## config.mk

```make
export PLATFORM = sky130hd
export DESIGN_NAME = combo_lock_param
export DESIGN_NICKNAME = d
export VERILOG_FILES = /design/src/rtl/combo_lock_pkg.sv /design/src/rtl/combo_lockout_timer.sv /design/src/rtl/combo_lock_param.sv
export SDC_FILE = /design/constraint.sdc
export NUM_CORES = 1
export LEC_CHECK = 0
export BUFFER_PORTS_ARGS = -buffer_cell sky130_fd_sc_hd__buf_2
export CAP_MARGIN = 0
export CORE_AREA = 2 2 67 75
export CTS_BUF_LIST = sky130_fd_sc_hd__clkbuf_8 sky130_fd_sc_hd__clkbuf_16
export DETAILED_ROUTE_END_ITERATION = 6
export DIE_AREA = 0 0 69 77
export GPL_TIMING_DRIVEN = 0
export HOLD_SLACK_MARGIN = 0.1
export PLACE_DENSITY = 0.85
export SLEW_MARGIN = 20
export SYNTH_ARGS = -nofsm -noshare
export SYNTH_HDL_FRONTEND = slang
export SYNTH_SLANG_ARGS = --single-unit
```

## constraint.sdc

```tcl
create_clock -name CLK -period 2.2 [get_ports CLK]
set_clock_uncertainty 0.1 [all_clocks]
set_input_delay 0.55 -clock CLK [delete_from_list [all_inputs] [get_ports CLK]]
set_output_delay 0.55 -clock CLK [all_outputs]
set_load 0.02 [all_outputs]
```

## src/rtl/combo_lock_pkg.sv

```systemverilog
// Shared types and width helpers for the parametrised combination lock.
//   lock_state_e : top-level lock FSM states
//   idx_width    : width of the digit index / progress counter
//   fail_width   : width of the consecutive-failure counter
//   timer_width  : width of the lockout cycle counter
package combo_lock_pkg;

  typedef enum logic [1:0] {
    ENTRY    = 2'd0,
    UNLOCKED = 2'd1,
    PROGRAM  = 2'd2,
    LOCKOUT  = 2'd3
  } lock_state_e;

  // Counters are never narrower than one bit, even for degenerate parameters.
  function automatic int unsigned clog2_min1(input int unsigned n);
    return (n <= 1) ? 1 : $clog2(n);
  endfunction

  function automatic int unsigned idx_width(input int unsigned seq_len);
    return clog2_min1(seq_len + 1);
  endfunction

  function automatic int unsigned fail_width(input int unsigned max_tries);
    return clog2_min1(max_tries + 1);
  endfunction

  function automatic int unsigned timer_width(input int unsigned lockout_cyc);
    return clog2_min1(lockout_cyc);
  endfunction

endpackage

```

## src/rtl/combo_lockout_timer.sv

```systemverilog
// Fixed-length busy window, started by a one-cycle pulse.
//   CLK   : clock, rising edge
//   RST   : synchronous reset, active-low
//   start : begin a window (ignored while busy)
//   busy  : registered, high for exactly LOCKOUT_CYC cycles after start
//   done  : high during the final busy cycle (terminal count)
module combo_lockout_timer
  import combo_lock_pkg::*;
#(
  parameter int unsigned LOCKOUT_CYC = 16
) (
  input  logic CLK,
  input  logic RST,
  input  logic start,
  output logic busy,
  output logic done
);

  localparam int unsigned TMR_W = timer_width(LOCKOUT_CYC);
  localparam logic [TMR_W-1:0] LAST = TMR_W'(LOCKOUT_CYC - 1);

  logic [TMR_W-1:0] cnt_q;

  // Terminal count is flagged in the last busy cycle so the owner can leave
  // its waiting state on the same edge that busy falls.
  assign done = busy && (cnt_q == LAST);

  always_ff @(posedge CLK) begin
    if (!RST) begin
      busy  <= 1'b0;
      cnt_q <= '0;
    end else if (busy) begin
      if (cnt_q == LAST) begin
        busy  <= 1'b0;
        cnt_q <= '0;
      end else begin
        cnt_q <= cnt_q + TMR_W'(1);
      end
    end else if (start) begin
      busy  <= 1'b1;
      cnt_q <= '0;
    end
  end

endmodule

```

## src/rtl/combo_lock_param.sv

```systemverilog
// Parametrised multi-digit combination lock with run-time reprogramming.
//   CLK, RST    : clock (rising edge) and synchronous active-low reset
//   code_in     : entered digit, sampled while code_valid is high
//   code_valid  : one-cycle digit strobe
//   lock_cmd    : relock request (UNLOCKED only, beats prog_en)
//   prog_en     : enter/hold programming mode (entered from UNLOCKED only)
//   unlocked    : high in UNLOCKED and PROGRAM
//   alarm       : high for the LOCKOUT_CYC cycles of lockout
//   prog_active : high in PROGRAM
//   fail_pulse  : one-cycle pulse per rejected sequence
//   progress    : digits accepted so far in the current entry/program sequence
module combo_lock_param
  import combo_lock_pkg::*;
#(
  parameter int unsigned CODE_W      = 4,
  parameter int unsigned SEQ_LEN     = 4,
  parameter int unsigned MAX_TRIES   = 3,
  parameter int unsigned LOCKOUT_CYC = 16,
  parameter logic [SEQ_LEN*CODE_W-1:0] DEFAULT_CODE = 16'h1234
) (
  input  logic                         CLK,
  input  logic                         RST,
  input  logic [CODE_W-1:0]            code_in,
  input  logic                         code_valid,
  input  logic                         lock_cmd,
  input  logic                         prog_en,
  output logic                         unlocked,
  output logic                         alarm,
  output logic                         prog_active,
  output logic                         fail_pulse,
  output logic [$clog2(SEQ_LEN+1)-1:0] progress
);

  localparam int unsigned CODE_BITS = SEQ_LEN * CODE_W;
  localparam int unsigned IDX_W     = idx_width(SEQ_LEN);
  localparam int unsigned FAIL_W    = fail_width(MAX_TRIES);

  lock_state_e           state_q;
  logic [CODE_BITS-1:0]  stored_q;
  logic [CODE_BITS-1:0]  shadow_q;
  logic [IDX_W-1:0]      idx_q;
  logic                  mismatch_q;
  logic [FAIL_W-1:0]     fail_cnt_q;
  logic                  unlocked_q;
  logic                  prog_active_q;
  logic                  fail_pulse_q;

  logic [CODE_W-1:0]     exp_digit;
  logic [CODE_BITS-1:0]  shadow_wr;
  logic [FAIL_W-1:0]     fail_cnt_inc;
  logic                  is_last;
  logic                  miss_now;
  logic                  lockout_start;
  logic                  tmr_busy;
  logic                  tmr_done;

  // Stored digit at idx, and the shadow with code_in merged at idx
  // (digit 0 lives in the MSBs).
  always_comb begin
    exp_digit = '0;
    shadow_wr = shadow_q;
    for (int i = 0; i < SEQ_LEN; i++) begin
      if (idx_q == IDX_W'(i)) begin
        exp_digit = stored_q[(SEQ_LEN-1-i)*CODE_W +: CODE_W];
        shadow_wr[(SEQ_LEN-1-i)*CODE_W +: CODE_W] = code_in;
      end
    end
  end

  assign is_last      = (idx_q == IDX_W'(SEQ_LEN - 1));
  // Sticky mismatch including the digit being sampled now; never reveals
  // which digit was wrong.
  assign miss_now     = mismatch_q | (code_in != exp_digit);
  assign fail_cnt_inc = (fail_cnt_q == FAIL_W'(MAX_TRIES)) ? fail_cnt_q
                                                           : fail_cnt_q + FAIL_W'(1);
  assign lockout_start = (state_q == ENTRY) && code_valid && is_last && miss_now &&
                         (fail_cnt_inc == FAIL_W'(MAX_TRIES));

  // Alarm is the timer's busy flop: high exactly while the lockout runs.
  combo_lockout_timer #(
    .LOCKOUT_CYC(LOCKOUT_CYC)
  ) u_timer (
    .CLK  (CLK),
    .RST  (RST),
    .start(lockout_start),
    .busy (tmr_busy),
    .done (tmr_done)
  );

  // Lock FSM with registered status outputs.
  always_ff @(posedge CLK) begin
    if (!RST) begin
      state_q       <= ENTRY;
      stored_q      <= DEFAULT_CODE;
      shadow_q      <= '0;
      idx_q         <= '0;
      mismatch_q    <= 1'b0;
      fail_cnt_q    <= '0;
      unlocked_q    <= 1'b0;
      prog_active_q <= 1'b0;
      fail_pulse_q  <= 1'b0;
    end else begin
      fail_pulse_q <= 1'b0;
      case (state_q)
        ENTRY: begin
          if (code_valid) begin
            if (is_last) begin
              idx_q      <= '0;
              mismatch_q <= 1'b0;
              if (!miss_now) begin
                state_q    <= UNLOCKED;
                unlocked_q <= 1'b1;
                fail_cnt_q <= '0;
              end else begin
                fail_pulse_q <= 1'b1;
                fail_cnt_q   <= fail_cnt_inc;
                if (lockout_start) begin
                  state_q <= LOCKOUT;
                end
              end
            end else begin
              idx_q      <= idx_q + IDX_W'(1);
              mismatch_q <= miss_now;
            end
          end
        end

        UNLOCKED: begin
          if (lock_cmd) begin
            state_q    <= ENTRY;
            unlocked_q <= 1'b0;
            idx_q      <= '0;
          end else if (prog_en) begin
            state_q       <= PROGRAM;
            prog_active_q <= 1'b1;
            shadow_q      <= '0;
            idx_q         <= '0;
          end
        end

        PROGRAM: begin
          if (!prog_en) begin
            // Abort: shadow is discarded, stored code untouched.
            state_q       <= UNLOCKED;
            prog_active_q <= 1'b0;
            shadow_q      <= '0;
            idx_q         <= '0;
          end else if (code_valid) begin
            if (is_last) begin
              // Atomic commit on the exit edge, including the final digit.
              stored_q      <= shadow_wr;
              shadow_q      <= '0;
              idx_q         <= '0;
              state_q       <= ENTRY;
              unlocked_q    <= 1'b0;
              prog_active_q <= 1'b0;
            end else begin
              shadow_q <= shadow_wr;
              idx_q    <= idx_q + IDX_W'(1);
            end
          end
        end

        LOCKOUT: begin
          if (tmr_done) begin
            state_q    <= ENTRY;
            fail_cnt_q <= '0;
          end
        end

        default: state_q <= ENTRY;
      endcase
    end
  end

  assign unlocked    = unlocked_q;
  assign alarm       = tmr_busy;
  assign prog_active = prog_active_q;
  assign fail_pulse  = fail_pulse_q;
  // idx is cleared on every exit from ENTRY/PROGRAM, so it reads 0 elsewhere.
  assign progress    = idx_q;

endmodule

```

# After elaboration in Yosys (flattened, before gate mapping)
# Index checks and enable logic that the tools add are counted.
dict set report classes {
  add_sub_neg 3
  mul 0
  div 0
  order_cmp 0
  eq_ne 24
  shift 0
  muxes 56
  bitwise 1
  reduce_logical 20
}
# op count
set op_table {}
lappend op_table {{16-bit two-way mux} 5}
lappend op_table {{4-bit two-way mux} 11}
lappend op_table {{16-bit one-hot mux with 2 select lines} 1}
lappend op_table {{2-bit two-way mux} 14}
lappend op_table {{2-bit inequality test (second input constant)} 10}
lappend op_table {{4-bit AND reduction} 4}
lappend op_table {{1-bit two-way mux} 15}
lappend op_table {{3-bit two-way mux} 5}
lappend op_table {{3-bit inequality test (second input constant)} 4}
lappend op_table {{3-bit one-hot mux with 3 select lines} 1}
lappend op_table {{2-bit == test (second input constant)} 4}
lappend op_table {{2-bit one-hot mux with 4 select lines} 1}
lappend op_table {{8-bit AND reduction} 1}
lappend op_table {{7-bit AND reduction} 1}
lappend op_table {{3-bit by 2-bit == test with 1-bit output (second input constant)} 2}
lappend op_table {{2-bit nonzero test} 3}
lappend op_table {{1-bit logical AND} 5}
lappend op_table {{5-bit AND reduction} 1}
lappend op_table {{4-bit by 1-bit adder with 4-bit output (second input constant)} 1}
lappend op_table {{4-bit == test (second input constant)} 1}
lappend op_table {{4-bit inequality test} 1}
lappend op_table {{2-bit one-hot mux with 2 select lines} 1}
lappend op_table {{2-bit AND reduction} 2}
lappend op_table {{3-bit by 1-bit adder with 3-bit output (second input constant)} 1}
lappend op_table {{9 further kinds} 9}
dict set report word_totals {
  register_bits 48
  latchBits 0
  mem_bits_rw 0
  romBits 0
  n_memories 0
}

# Longest topological paths before layout
# Gate-level depths: netlist (run 1).
dict set report logic_depth {
  ltp_word 14
  depth_mapped 9
}

# Hierarchy
# From an unflattened synthesis (run 1), not the netlist that was laid out.
dict set report unflattened {
  cells_unflattened 300
  area_unflattened_um2 2597.5
}
# mod n_inst cells_per_inst area_per_inst_um2 seq_area_each_um2
set by_module_without_submodules {}
lappend by_module_without_submodules {combo_lock_param 1 273 2339.7 780.7}
lappend by_module_without_submodules {combo_lockout_timer 1 27 257.7 100.1}

# Least setup slack after synthesis (run 1)
# Ideal clock, no wire load.
dict set report synth_timing {
  path_kind {register to register}
  from {register idx_q[0] (netlist: progress[0])}
  to {register u_timer.cnt_q[2]}
  t_arrival_ns 2.420
  required_time_ns 2.012
  slack_ns -0.408
  path_stages_with_launch 9
  n_path_buf 0
  period_less_slack_ns 2.608
  path_cell_list {dfxtp_1 > inv_1 > ha_1 > nor2b_1 > a221oi_1 > nor3_1 > or4_4 > o31a_1 > a311oi_2}
}
dict set report synth_between {
  elab_chain_len 10
  word_cells_on_any_way 14
  cone_classes {4 x eq/ne; 4 x mux; 1 x bitwise; 5 x reduce/logical}
}
# element line
set synth_lines {}
lappend synth_lines {{start: declaration} combo_lock_param.sv:41} ;# logic [IDX_W-1:0] idx_q;
lappend synth_lines {{start signal: assignment} combo_lock_param.sv:122} ;# idx_q <= idx_q + IDX_W'(1);
lappend synth_lines {{start signal: assignment} combo_lock_param.sv:159} ;# idx_q <= idx_q + IDX_W'(1);
lappend synth_lines {{3-bit zero test} combo_lock_param.sv:63} ;# if (idx_q == IDX_W'(i)) begin
lappend synth_lines {{4-bit two-way mux (4 in series)} combo_lock_param.sv:63}
lappend synth_lines {{4-bit inequality test} combo_lock_param.sv:73} ;# assign miss_now = mismatch_q | (code_in != exp_digit);
lappend synth_lines {{1-bit OR} combo_lock_param.sv:73}
lappend synth_lines {{1-bit logical AND * (2 in series)} combo_lock_param.sv:76} ;# assign lockout_start = (state_q == ENTRY) && code_valid && is_last && miss_now &&
lappend synth_lines {{2-bit nonzero test (no line) *} -}
lappend synth_lines {{end signal: assignment} combo_lockout_timer.sv:37} ;# cnt_q <= cnt_q + TMR_W'(1);
lappend synth_lines {{end: declaration} combo_lockout_timer.sv:22} ;# logic [TMR_W-1:0] cnt_q;
# Every way passes the cells marked *; elsewhere a longest branch is shown, timed or not.
# A chain may end at the register's enable or synchronous reset.

# Worst setup path after layout (run 1)
# Ends and elaborated chain as after synthesis.

==> flow_metrics.env, run 1 <==
export IMPL_ant_nets=0
export IMPL_drc_errors=0
export IMPL_route_met3_wl_um=421
export IMPL_maxCapViolCount=0
export IMPL_cts_max_level=2
export IMPL_overflow=0
export IMPL_hold_end="stored_q[0]"
export IMPL_wl_met2_um=3090
export IMPL_syn_num_nets=310
export IMPL_cts_tree="done"
export IMPL_postSynth_asyncResetShare_pct=0
export IMPL_power_total_mw=1.59
export IMPL_core_mm2=0.00455
export IMPL_cp_end_kind="register"
export IMPL_fin_crit_ns=2.45
export IMPL_cts_clk_slew_worst_paths_ns=0.10
export IMPL_cp_arrival_ns=2.58
export IMPL_port_buffers=14
export IMPL_finalCritPeriodShare_pct=111
export IMPL_track_usage_pct=23.7
export IMPL_syn_inst=291
export IMPL_grt_max_degree=16
export IMPL_maxSlewViolCount=0
export IMPL_hold_viol=0
export IMPL_numCtsBuffers=5
export IMPL_rsz0062_at_grt="yes"
export IMPL_root_buffer="clkbuf_8"
export IMPL_placementRows=26
export IMPL_hold_start="stored_q[0]"
export IMPL_yosys_warnings=0
export IMPL_wl_per_cell_um=16.9
export IMPL_slew_headroom_pct=57.5
export IMPL_die_area_mm2=0.00531
export IMPL_wl_met1_um=2750
export IMPL_fin_ws_ns=-0.251
export IMPL_fin_cells=383
export IMPL_gp_congestion=0.907
export IMPL_io_pins=16
export IMPL_r2r_end="u_timer.cnt_q[2]"
export IMPL_topRoutingLayerUsed="met4"
export IMPL_initial_utilization_pct=52.3
export IMPL_powerDensity_mw_per_mm2=551
export IMPL_ctsHoldBuffers=0
export IMPL_antenna_cells=0
export IMPL_p_leak_nw=1.16
export IMPL_dp_hpwl_um=4190
export IMPL_violations="negative setup slack"
export IMPL_syn_avg_cell_area_um2=8.18
export IMPL_status="finished with violations"
export IMPL_final_layout_size_suffix_gt1_share_pct=21.1
export IMPL_yosysSeqAreaShare_pct=37.0
export IMPL_vias=2384
export IMPL_cts_sinks=44
export IMPL_grt_pass1_vias=2185
export IMPL_synth_edff_count=0
export IMPL_critical_path_class="reg -> reg"
export IMPL_worst_pin_slew_ns=0.638
export IMPL_synthFlopType="dfxtp_1"
export IMPL_setup_viol=12
export IMPL_yosys_register_bits=44
export IMPL_place_inst=361
export IMPL_ff2ff_path_depth=9
export IMPL_grt_pass1_wl_um=10100
export IMPL_via_per_inst=6.22
export IMPL_cp_max_fo=5
export IMPL_die_x_um=69
export IMPL_startpoint_type="register"
export IMPL_ys_types=42
export IMPL_dr_pass1_iters=5
export IMPL_area_growth_pct=21.6
export IMPL_syn_area_mm2=0.00238
export IMPL_nets=345
export IMPL_cp_required_ns=2.32
export IMPL_num_fill_cells=377
export IMPL_worstHoldPathType="reg -> reg"
export IMPL_hold_depth=2
export IMPL_wl_um=6480
export IMPL_dieHeight_um=77
export IMPL_clockBufferDepth=2
export IMPL_ff2ff_setup_slack_ns=-0.25
export IMPL_worstSkewPairLatency_ns=0.31
export IMPL_max_vdd_ir_drop_mv=0.400
export IMPL_r2r_start="progress[0]"
export IMPL_drtIter0Drc=338
export IMPL_fmax_ghz=0.408
export IMPL_antenna_found_initial=0
layout by cell type (no fill, tap or decap), types with 2 or more instances in the layout:
cell type,instances
nor2b_1,7
buf_4,14
and3b_1,2
nor3b_1,2
o21ai_1,2
inv_4,3
a22oi_1,13
nor3_1,3
dfxtp_4,2
a211oi_1,9
nand4_1,3
buf_1,3
a221oi_2,2
a31oi_1,5
clkbuf_8,5
nand2_1,27
o31a_1,2
nor2_1,38
dfxtp_1,41
clkbuf_1,9
nand3_1,9
o21ai_0,9
ha_1,5
a211o_1,2
and3_1,5
a21o_1,3
nand2b_1,5
ha_4,4
inv_1,11
clkbuf_2,4
a21oi_1,10
xnor2_1,2
mux2i_1,15
buf_2,16
o211ai_1,7
layout make-up:
| class | instances | area [um^2] | share of cell area, % |
|---|---|---|---|
| multi-input cells | 215 | 1530 | 52.8 |
| flip-flops and latches | 44 | 890 | 30.8 |
| repair buffers | 29 | 186 | 6.44 |
| plain buffers | 18 | 75.1 | 2.60 |
| well taps | 56 | 70.1 | 2.42 |
| clock buffers | 5 | 68.8 | 2.38 |
| inverters | 13 | 53.8 | 1.86 |
| clock inverters | 3 | 22.5 | 0.779 |
timing repair:
action,CTS,global route
gates resized for setup,15,14
endpoints found under the setup margin,37,34
buffers inserted,8,7
endpoints found under the hold margin,0,0
pin swaps,11,7
worst max-delay path by stage:
stage                        to  slack (ns)        start
2_1_floorplan  u_timer.cnt_q[2]       -0.15  progress[0]
3_3_place_gp         state_q[1]       -0.61   code_in[3]
3_5_place_dp         state_q[1]       -0.68   code_in[3]
4_1_cts        u_timer.cnt_q[2]       -0.23  progress[1]
5_1_grt        u_timer.cnt_q[2]       -0.31  progress[0]
6_report       u_timer.cnt_q[2]       -0.25  progress[0]
cells by family (layout without fill, tap and decap cells):
kind of cell / count (synthesis) / after routing / share of synthesized area (%)
and+or+nand+nor: 110 / 110 / 21.9
AOI/OAI and AO/OA: 78 / 78 / 23.6
DFF: 44 / 44 / 37.0
buffers and inverters: 32 / 68 / 5.21
muxes: 15 / 15 / 6.31
adders and majority gates: 10 / 10 / 5.26
xor gates and xnor gates: 2 / 2 / 0.736
where the power goes:
group	internal, mW	switching [mW]	leakage [nW]
clock	0.226	0.309	0.0447
combinational	0.111	0.140	0.754
sequential	0.800	0.00778	0.357
per-stage QoR:
stage	setup WS (ns)	TNS, ns	area (um^2)	hold slack [ns]	util (%)
global placement	-0.607	-10.89	2580	0.357	56.6
global route	-0.315	-2.79	2890	0.408	63.5
finish	-0.251	-1.97	2890	0.383	63.5
detailed placement	-0.680	-14.13	2580	0.372	56.6
floorplan	-0.147	-0.662	2440	0.345	-
CTS	-0.226	-1.54	2790	0.384	61.3
synth_stat cells, types with 6 or more instances:
library cell | n | area [um^2]
ha_1 | 10 | 125
nand3_1 | 9 | 45.0
nor2b_1 | 8 | 50.1
a211oi_1 | 11 | 82.6
inv_1 | 13 | 48.8
clkbuf_1 | 13 | 48.8
nor2_1 | 39 | 146
a21oi_1 | 11 | 55.1
mux2i_1 | 15 | 150
a22oi_1 | 13 | 97.6
a31oi_1 | 6 | 37.5
o211ai_1 | 7 | 52.6
dfxtp_1 | 44 | 881
nand2_1 | 27 | 101
o21ai_0 | 11 | 55.1
critical path, stage by stage, from the launching register on:
cell and delay [ns]:
dfxtp_4 0.38, buf_6 0.12, ha_4 0.18, nor2b_4 0.19, a221oi_4 0.09, buf_4 0.14, buf_4 0.12, a311o_2 0.42
o31a_1 0.35, a311oi_2 0.27
routing by layer:
| layer | up-vias | track usage [%] |
|---|---|---|
| li1 | 1114 | - |
| met1 | 1127 | 29.4 |
| met2 | 120 | 37.5 |
| met3 | 23 | 5.12 |
| met4 | 0 | 14.5 |
| met5 | - | 0 |
registers in the layout (all words and copies together), names as in the netlist:
register and count:
shadow_q 12, prog_active 1, state_q 2, progress 3, fail_pulse 1, fail_cnt_q 2
u_timer.cnt_q 4, stored_q 16, u_timer.busy 1, unlocked 1, mismatch_q 1
Power figures use the tool's default switching activity.
==> inputs of run 2 (changes only) <==
CORE_AREA = 2 2 70 78   (was 2 2 67 75)
DIE_AREA = 0 0 72 80   (was 0 0 69 77)
SYNTH_HIERARCHICAL = 1   (was unset)
==> flow_metrics.env, run 2 <==
export IMPL_ctsHoldBuffers=0
export IMPL_rsz0062_at_grt="yes"
export IMPL_slew_headroom_pct=69.5
export IMPL_worstHoldPathType="reg -> reg"
export IMPL_max_vdd_ir_drop_mv=0.307
export IMPL_fin_cells=389
export IMPL_dp_slack_ns=-0.321
export IMPL_crit_buf_inv=3
export IMPL_cp_max_fo=7
export IMPL_powerDensity_mw_per_mm2=520
export IMPL_core_mm2=0.00497
export IMPL_cp_required_ns=2.29
export IMPL_postSynth_asyncResetShare_pct=0
export IMPL_hold_worst_slack_ns=0.392
export IMPL_fin_ws_ns=-0.169
export IMPL_syn_avg_cell_area_um2=8.66
export IMPL_wl_per_cell_um=15.4
export IMPL_layout_commonest_cell="dfxtp_1"
export IMPL_initial_utilization_pct=52.3
export IMPL_power_total_mw=1.59
export IMPL_clockBufferDepth=2
export IMPL_grt_pass1_wl_um=9820
export IMPL_grt_pass1_vias=2174
export IMPL_track_usage_pct=21.9
export IMPL_yosys_register_bits=44
export IMPL_startpoint_type="register"
export IMPL_synthFlopType="dfxtp_1"
export IMPL_route_met3_wl_um=347
export IMPL_final_layout_size_suffix_gt1_share_pct=23.6
export IMPL_dr_pass1_iters=4
export IMPL_critical_path_class="reg -> reg"
export IMPL_violations="negative setup slack"
export IMPL_wl_um=5990
export IMPL_drc_errors=0
export IMPL_area_growth_pct=17.9
export IMPL_maxSlewViolCount=0
export IMPL_placed_cell_area_mm2=0.00278
export IMPL_gp_congestion=0.948
export IMPL_yosys_warnings=6
export IMPL_vias=2280
export IMPL_cp_end_kind="register"
export IMPL_yosysTopAreaCell="dfxtp_1"
export IMPL_ant_nets=0
export IMPL_overflow=0
export IMPL_dieHeight_um=80
export IMPL_hold_viol=0
export IMPL_cts_max_level=2
export IMPL_cts_sinks=44
export IMPL_synth_edff_count=0
export IMPL_antenna_found_initial=0
export IMPL_worst_pin_slew_ns=0.452
export IMPL_yosysMostFrequentCell="dfxtp_1"
export IMPL_topRoutingLayerUsed="met4"
export IMPL_p_leak_nw=1.30
export IMPL_grt_max_degree=15
export IMPL_stdcell_area_mm2=0.00306
export IMPL_yosysSeqAreaShare_pct=33.9
export IMPL_path_cells="buf_6, ha_4, nor2b_4, a221oi_4, buf_4, a31oi_1, and4bb_4, buf_6, and4_4, or3_1"
export IMPL_die_area_mm2=0.00576
export IMPL_worstSkewPairLatency_ns=0.30
export IMPL_crit_family="simple AND/OR/NAND/NOR gates"
export IMPL_root_buffer="clkbuf_8"
export IMPL_antenna_cells=0
export IMPL_maxCapViolCount=0
export IMPL_syn_num_nets=318
export IMPL_cts_tree="done"
export IMPL_nets=348
export IMPL_numCtsBuffers=5
export IMPL_status="finished with violations"
export IMPL_syn_area_mm2=0.00260
export IMPL_setup_viol=8
export IMPL_cp_common_cell="buf_6"
export IMPL_yosys_top_cells_count="dfxtp_1 (44), nand2_1 (36), nor2_1 (17), nor2b_1 (17)"
export IMPL_port_buffers=13
export IMPL_drtIter0Drc=156
export IMPL_die_x_um=72
export IMPL_dp_hpwl_um=4270
export IMPL_largest_reg_flops=16
export IMPL_fmax_ghz=0.422
export IMPL_fin_crit_ns=2.37
export IMPL_place_inst=371
export IMPL_ys_top_cells_by_area="dfxtp_1 (34%), mux2i_1 (5.8%), nand2_1 (5.2%), ha_1 (4.3%), nor2b_1 (4.1%)"
export IMPL_crit_path_max_incr_delay_ns=0.40
export IMPL_syn_inst=300
export IMPL_via_per_inst=5.86
export IMPL_wl_met2_um=3010
export IMPL_ys_types=57
export IMPL_wl_met1_um=2510
export IMPL_cts_clk_slew_worst_paths_ns=0.09
export IMPL_io_pins=16
export IMPL_placementRows=27
export IMPL_reg_top3="stored_q: 16 flops, shadow_q: 12 flops, u_timer/cnt_q: 4 flops"
export IMPL_cp_arrival_ns=2.46
export IMPL_crit_slowest_cell="dfxtp_4"
export IMPL_registers_top_by_ff_count="stored_q"
export IMPL_final_cell_mix="dfxtp_1 (42), nand2_1 (35), nor2b_1 (17), nor2_1 (16)"
export IMPL_synth_top_area_share_pct=33.9
export IMPL_finalCritPeriodShare_pct=108
==> run 2: routing by layer <==
layer  GRT usage (%)  vias up
met1            25.3     1069
met3            4.67       10
met2            38.9       73
met5               0        -
met4            8.87        0
li1                -     1128
==> run 2: tightest hold or removal path, cell delays in order, from the launching register on <==
cell	delay, ns
dfxtp_1	0.33
nand2_1	0.06
nand3_1	0.06
==> run 2: cells by family after synthesis <==
kind of cell | after synthesis | synth area share (%)
simple gates | 114 | 24.7
mux | 16 | 6.36
compound gates | 80 | 22.3
fa+ha+maj | 9 | 4.34
flops | 44 | 33.9
buf+inv | 35 | 7.76
xor+xnor | 2 | 0.674
==> run 2: stage by stage <==
step           setup TNS (ns)  util [%]
5_1_grt                 -1.52      61.7
2_1_floorplan          -0.318         -
6_report               -0.848      61.7
3_3_place_gp            -1.39      56.1
3_5_place_dp            -1.61      56.1
4_1_cts                -0.715      60.4
==> run 2: power by group <==
| group | total (mW) | leakage (nW) | internal (mW) | switching (mW) |
|---|---|---|---|---|
| registers | 0.812 | 0.356 | 0.803 | 0.00902 |
| clock network | 0.494 | 0.0453 | 0.217 | 0.276 |
| logic | 0.287 | 0.897 | 0.131 | 0.155 |
==> run 2: area by class of cell <==
class	instances	area (um^2)
buffer	19	143
multi-input combinational	221	1660
clock inverter	3	16.3
sequential	44	888
fill	420	1900
timing repair buffer	24	155
tap	58	72.6
clock buffer	5	68.8
inverter	15	56.3
==> run 2: worst paths after layout <==
| kind | from | end | slack [ns] | cells past startpoint |
|---|---|---|---|---|
| setup / recovery | progress[0] | unlocked | -0.17 | 10 |
| hold / removal | stored_q[2] | stored_q[2] | 0.39 | 2 |
| setup reg to reg | progress[0] | unlocked | -0.17 | 10 |
| hold reg to reg | stored_q[2] | stored_q[2] | 0.39 | 2 |
==> run 2: timing repair <==
action / in CTS / in global routing
setup endpoints to repair: 8 / 21
cloned: 0 / 0
pin swaps: 8 / 9
resized for setup: 11 / 11
setup buffers: 9 / 2
